`config.mk`:
```
export PLATFORM = sky130hd
export DESIGN_NAME = fetch_stage
export DESIGN_NICKNAME = d
export VERILOG_FILES = /design/src/rtl/fetch_stage.sv
export SDC_FILE = /design/constraint.sdc
export NUM_CORES = 1
export LEC_CHECK = 0
export CORE_ASPECT_RATIO = 0.5
export CORE_UTILIZATION = 46
export DETAILED_ROUTE_END_ITERATION = 8
export GPL_TIMING_DRIVEN = 0
export PLACE_DENSITY = 0.87
export SYNTH_ARGS = -nofsm -noshare
export SYNTH_HDL_FRONTEND = slang
export SYNTH_SLANG_ARGS = --single-unit
```
`constraint.sdc`:
```
create_clock -name clk -period 8.1 [get_ports clk]
set_input_delay 1.62 -clock clk [delete_from_list [all_inputs] [get_ports clk]]
set_output_delay 1.62 -clock clk [all_outputs]
set_load 0.01 [all_outputs]
```
`src/rtl/fetch_stage.sv`:
```
// ============================================================================
// Module      : fetch_stage
// Description : MIPS32 instruction fetch: PC register, redirect select, IF/ID
//               pipeline register and accepted-instruction counter.
// Revision    : 1.0 - initial release
// ============================================================================
`default_nettype none

module fetch_stage #(
  parameter logic [31:0] RESET_PC  = 32'h0000_0000,
  parameter logic [31:0] NOP_INSTR = 32'h0000_0000
) (
  input  logic        clk,
  input  logic        rst,
  input  logic        stall_f,
  input  logic        stall_d,
  input  logic        pc_src_br,
  input  logic [31:0] br_target,
  input  logic        jump,
  input  logic [31:0] jump_target,
  input  logic        jr,
  input  logic [31:0] jr_target,
  output logic [31:0] imem_addr,
  input  logic [31:0] imem_rdata,
  output logic [31:0] pc_f,
  output logic [31:0] instr_d,
  output logic [5:0]  opcode_d,
  output logic [31:0] pc_plus4_d,
  output logic        valid_d,
  output logic [31:0] fetch_count
);

  typedef enum logic [0:0] {
    ST_RUN   = 1'b0,
    ST_REDIR = 1'b1
  } state_t;

  state_t      r_state;
  state_t      w_state_next;
  logic [31:0] r_pc;
  logic [31:0] r_instr;
  logic [31:0] r_pc_plus4;
  logic        r_valid;
  logic [31:0] r_count;

  logic        w_redirect;
  logic        w_redirect_taken;
  logic [31:0] w_target;
  logic [31:0] w_pc_plus4;

  assign w_redirect       = jr | jump | pc_src_br;
  assign w_redirect_taken = w_redirect & ~stall_f;
  assign w_pc_plus4       = r_pc + 32'd4;

  // jr outranks jump outranks branch; only matters if ID ever overlaps them
  always_comb begin
    w_target = br_target;
    if (jr) begin
      w_target = jr_target;
    end else if (jump) begin
      w_target = jump_target;
    end
  end

  always_ff @(posedge clk or posedge rst) begin
    if (rst) begin
      r_pc <= RESET_PC;
    end else if (!stall_f) begin
      r_pc <= w_redirect ? w_target : w_pc_plus4;
    end
  end

  always_ff @(posedge clk or posedge rst) begin
    if (rst) begin
      r_instr    <= NOP_INSTR;
      r_pc_plus4 <= 32'd0;
      r_valid    <= 1'b0;
      r_count    <= 32'd0;
    end else if (!stall_d) begin
      if (w_redirect_taken) begin
        // wrong-path word in fetch is squashed into a bubble
        r_instr    <= NOP_INSTR;
        r_pc_plus4 <= 32'd0;
        r_valid    <= 1'b0;
      end else begin
        r_instr    <= imem_rdata;
        r_pc_plus4 <= w_pc_plus4;
        r_valid    <= 1'b1;
        r_count    <= r_count + 32'd1;
      end
    end
  end

  always_ff @(posedge clk or posedge rst) begin
    if (rst) begin
      r_state <= ST_RUN;
    end else begin
      r_state <= w_state_next;
    end
  end

  always_comb begin
    w_state_next = r_state;
    case (r_state)
      ST_RUN: begin
        if (w_redirect_taken) begin
          w_state_next = ST_REDIR;
        end
      end
      ST_REDIR: begin
        if (!stall_f) begin
          w_state_next = w_redirect ? ST_REDIR : ST_RUN;
        end
      end
      default: w_state_next = ST_RUN;
    endcase
  end

  assign imem_addr   = r_pc;
  assign pc_f        = r_pc;
  assign instr_d     = r_instr;
  assign opcode_d    = r_instr[31:26];
  assign pc_plus4_d  = r_pc_plus4;
  assign valid_d     = r_valid;
  assign fetch_count = r_count;

endmodule

`default_nettype wire

```
# --- After elaboration in Yosys (flattened, before gate mapping) ---
# Index checks and enable logic that the tools add are counted.
totals:
  ff_bits: 129
  latchBits: 0
  ram_bits: 0
  rom_bits: 0
  word_cells: 20
  mem_count: 0
op_classes:
  n_addsub: 2
  n_mul: 0
  n_div: 0
  magnitude_cmp: 0
  eq_ne: 0
  n_shift: 0
  mux: 6
  bitwise_logic: 6
  n_reduce_logical: 1
op_table:
  columns: ["operator", "n"]
  rows:
  - ["two-way mux 32 bit", 5]
  - ["adder 32 x 1 -> 32 bit (second input constant)", 1]
  - ["adder 32 x 3 -> 32 bit (second input constant)", 1]
  - ["inverter 1 bit", 3]
  - ["OR 1 bit", 2]
  - ["AND reduction 2 bit", 1]
  - ["bitwise AND 1 bit", 1]
  - ["two-way mux 1 bit", 1]

# --- Longest topological paths before layout ---
depth:
  ltp_word: 5
  mapped_depth: 8

# --- Least setup slack after synthesis ---
# Ideal clock, no wire load.
synth_timing:
  path_type: "input to register"
  start: "input port jump"
  end: "register r_count[27] (netlist: fetch_count[27])"
  setup_ps: 125
  arrival_time_ps: 3269
  required_ps: 7975
  path_slack_ps: 4706
  stages: 7
  n_path_buf: 2
  cell_sequence: "buf_2 or3_1 clkbuf_1 a211o_4 nor4_4 nand4_1 xnor2_1"
synth_between:
  elab_chain_cells: 5
synth_rtl:
  columns: ["element", "line", "source"]
  rows:
  - ["start, declared", "19", "input logic jump,"]
  - ["OR 1 bit (2 in a row)", "51", "assign w_redirect = jr | jump | pc_src_br;"]
  - ["bitwise AND 1 bit", "52", "assign w_redirect_taken = w_redirect & ~stall_f;"]
  - ["inverter 1 bit (no line)", null, null]
  - ["AND reduction 2 bit (no line)", null, null]
  - ["end signal, assigned", "89", "r_count <= r_count + 32'd1;"]
  - ["end, declared", "44", "logic [31:0] r_count;"]
# Every way passes these cells.
# A chain may end at the register's enable or synchronous reset.

# --- Final worst setup path ---
layout_timing:
  start: "input port pc_src_br"
  end: "register r_count[0] (netlist: fetch_count[0])"
layout_between:
  elab_chain_cells: 4
layout_rtl:
  columns: ["element", "line", "source"]
  rows:
  - ["start, declared", "17", "input logic pc_src_br,"]
  - ["OR 1 bit", "51", null]
  - ["bitwise AND 1 bit", "52", null]
  - ["inverter 1 bit (no line)", null, null]
  - ["AND reduction 2 bit (no line)", null, null]
# Every way passes these cells.

==> run metrics <==
outcome finished, final reports clean; main area contributors after synthesis dfrtp_1 (48%), a22o_1 (5.4%), xnor2_1 (4.9%), buf_4 (4.2%), nand2_1 (3.3%); Rel. slew slack 45.9%; Initial DRC Count 695; Layout area overhead 56.5%; most frequent cell after synthesis dfrtp_1; sequential fraction of the synthesis area 47.7%; GRT Total Usage 32.2%; number of synthesized flops with an enable pin 0; mean post-synth cell area 9.75 um^2; row cnt 30; clock tree sinks 129; vias in the first global route 7007; CTS tree yes; top cell type's share of synthesized area 47.7%; layout cells sized above 1 8.11%; Antenna diodes 0; Die Y 87.8 um; final setup fails 0; Async S/R FF share, synth 100%; worst slew pin tran 811 ps; Synth Net Count 831; Hold Fails Final Rpt 0; IO Port Bufs 297; synth unique cells 49; hold depth 2; hold_buf cts 0; Clock transition at path regs 60 ps; TritonRoute pass-1 iters 5; Post-CTS Setup Inserts 0; Ports 302; #FFs+latches synth 129; Routed wire per std cell 20.1 um; hpwl dp 18.1 mm; total CTS buffers 17; Core ar. 14000 um^2; clock latency on the worst-skew pair 420 ps; WP buf/inv 3; aggregate routed wire length 24.5 mm; Worst EP arrival 3990 ps; Worst Reg2Reg Path Length in Cells 6; fmax 0.268 GHz; warnings from Yosys 0; pins over their slew limit 0; leading area contributor after synthesis dfrtp_1; Worst path max stage delay 560 ps; maximum clock path buffer count 2; Gate Count Post-Synth 694; Final Critical Period 3720 ps; CP startpoint kind input port; Via Count 7094; max cap viols 0; drt via density 5.83; first-pass GRT wire length 37.6 mm; die area 15200 um^2; initial antenna violation count 0; leakage power 4.46 nW; Critical Path Stages 7; worst-path fanout max 10; final instance area 10600 um^2; Layout Nets 1148; TNS Setup 0 ps; CTS H-Tree Depth 4; Post-DP Area 10000 um^2; largest net degree at the start of global routing 100; fin crit share 46.0%; PwrDens 199 nW/um^2; GP Congestion 0.914; RSZ-0062 raised after global routing no; slowest CP cell buf_1; Starting Density 48.5%; Setup CP Type in2reg; most frequent CP cell nor2_1; Top delay family on crit path buffers and inverters; skew final 9.11 ps; Die W 174 um; antenna viol nets, final 0; main flop type after synthesis dfrtp_1; GR Overflow Total 0; DRC 0; crit path capture type register; post-cts resize count 0; largest vdd supply drop 0.155 mV; CP Cell Sequence clkdlybuf4s50_1, nor3_2, nor2_1, nor2_1, clkbuf_1, buf_1, xor2_1; post-synthesis cell area 6770 um^2; Worst EP required 8360 ps; HP Class reg2reg; root buffer cell clkbuf_16; synth cell count leaders dfrtp_1 (129), nand2_1 (60), nor2_1 (50)
layout make-up:
class,instances,area [um^2]
clock inverter,15,150
clock buffer,17,425
timing repair buffer,298,3000
buffer,89,488
tap,192,240
inverter,20,80.1
multi-input combinational,456,2980
fill,974,3380
sequential,129,3230
layout by cell type (no fill, tap or decap), types with 3 or more instances in the layout:
master	instances
nor2_1	50
a41oi_1	6
a21oi_1	24
inv_6	6
dfrtp_1	129
nand4_1	15
inv_1	19
o21ai_0	42
nand2_1	60
o31ai_1	20
buf_1	9
nand3_1	21
xor2_1	21
a22o_1	42
nor2b_1	5
and3_1	5
o32a_1	5
inv_8	3
buf_2	3
nor3_1	11
and4_1	8
clkdlybuf4s50_1	297
o22ai_1	12
a22oi_1	21
a221oi_1	15
mux2i_1	3
clkbuf_1	38
xnor2_1	38
clkbuf_16	17
buf_4	38
metal layers:
layer | vias to the layer above | wire (um) | GRT usage (%)
met4 | 0 | 856 | 14.5
met5 | - | 0 | 0
met3 | 81 | 2080 | 6.16
li1 | 3127 | - | -
met2 | 432 | 11900 | 55.2
met1 | 3454 | 9630 | 40.4
sequential cells by signal, indices dropped and copies added, names as in the netlist:
| signal | count |
|---|---|
| pc_plus4_d | 32 |
| valid_d | 1 |
| instr_d | 32 |
| fetch_count | 32 |
| imem_addr | 32 |
logic make-up (layout without fill, tap and decap cells):
family / after synthesis / after routing / synth area share [%]
compound gates: 201 / 201 / 21.3
mux: 5 / 5 / 0.777
buf+inv: 109 / 439 / 8.32
flops: 129 / 129 / 47.7
fa+ha+maj: 2 / 2 / 0.370
simple gates: 189 / 189 / 13.9
xor+xnor: 59 / 59 / 7.64
power breakdown:
part           switching [mW]  internal [mW]
clock network           0.328          0.433
registers              0.0812          0.714
logic                   0.236          0.315
total                   0.645           1.46
worst register-to-register path, stage by stage (launching register included):
cell and delay (ps):
dfrtp_1 450, ha_1 290, nand3_1 410, nor2_1 640, nand3_1 260, or4_1 460
nand3_1 90
worst paths after layout:
kind	startpoint	to	slack [ps]
worst min-delay path	pc_plus4_d[18]$_DFFE_PP0N_	pc_plus4_d[18]$_DFFE_PP0N_	480
worst max register to register	imem_addr[2]$_DFFE_PP0N_	imem_addr[26]$_DFFE_PP0N_	5440
min in group asynchronous	rst	fetch_count[9]$_DFFE_PP0P_	1530
max in group asynchronous	rst	imem_addr[19]$_DFFE_PP0N_	5780
worst max-delay path	pc_src_br	fetch_count[0]$_DFFE_PP0P_	4380
worst min register to register	pc_plus4_d[18]$_DFFE_PP0N_	pc_plus4_d[18]$_DFFE_PP0N_	480
metrics by stage:
stage / std cells / hold WS [ps] / total power [mW] / worst slack [ps] / utilization (%)
detailed placement: 1184 / 470 / 1.35 / 4050 / 71.7
global placement: 1183 / 463 / 1.33 / 1260 / 71.5
finish: 1216 / 484 / 2.11 / 4380 / 75.8
CTS: 1216 / 485 / 2.11 / 4480 / 75.8
global route: 1216 / 514 / 2.18 / 4250 / 75.8
floorplan: 694 / 508 / 1.02 / 3040 / -
Power figures use the tool's default switching activity.
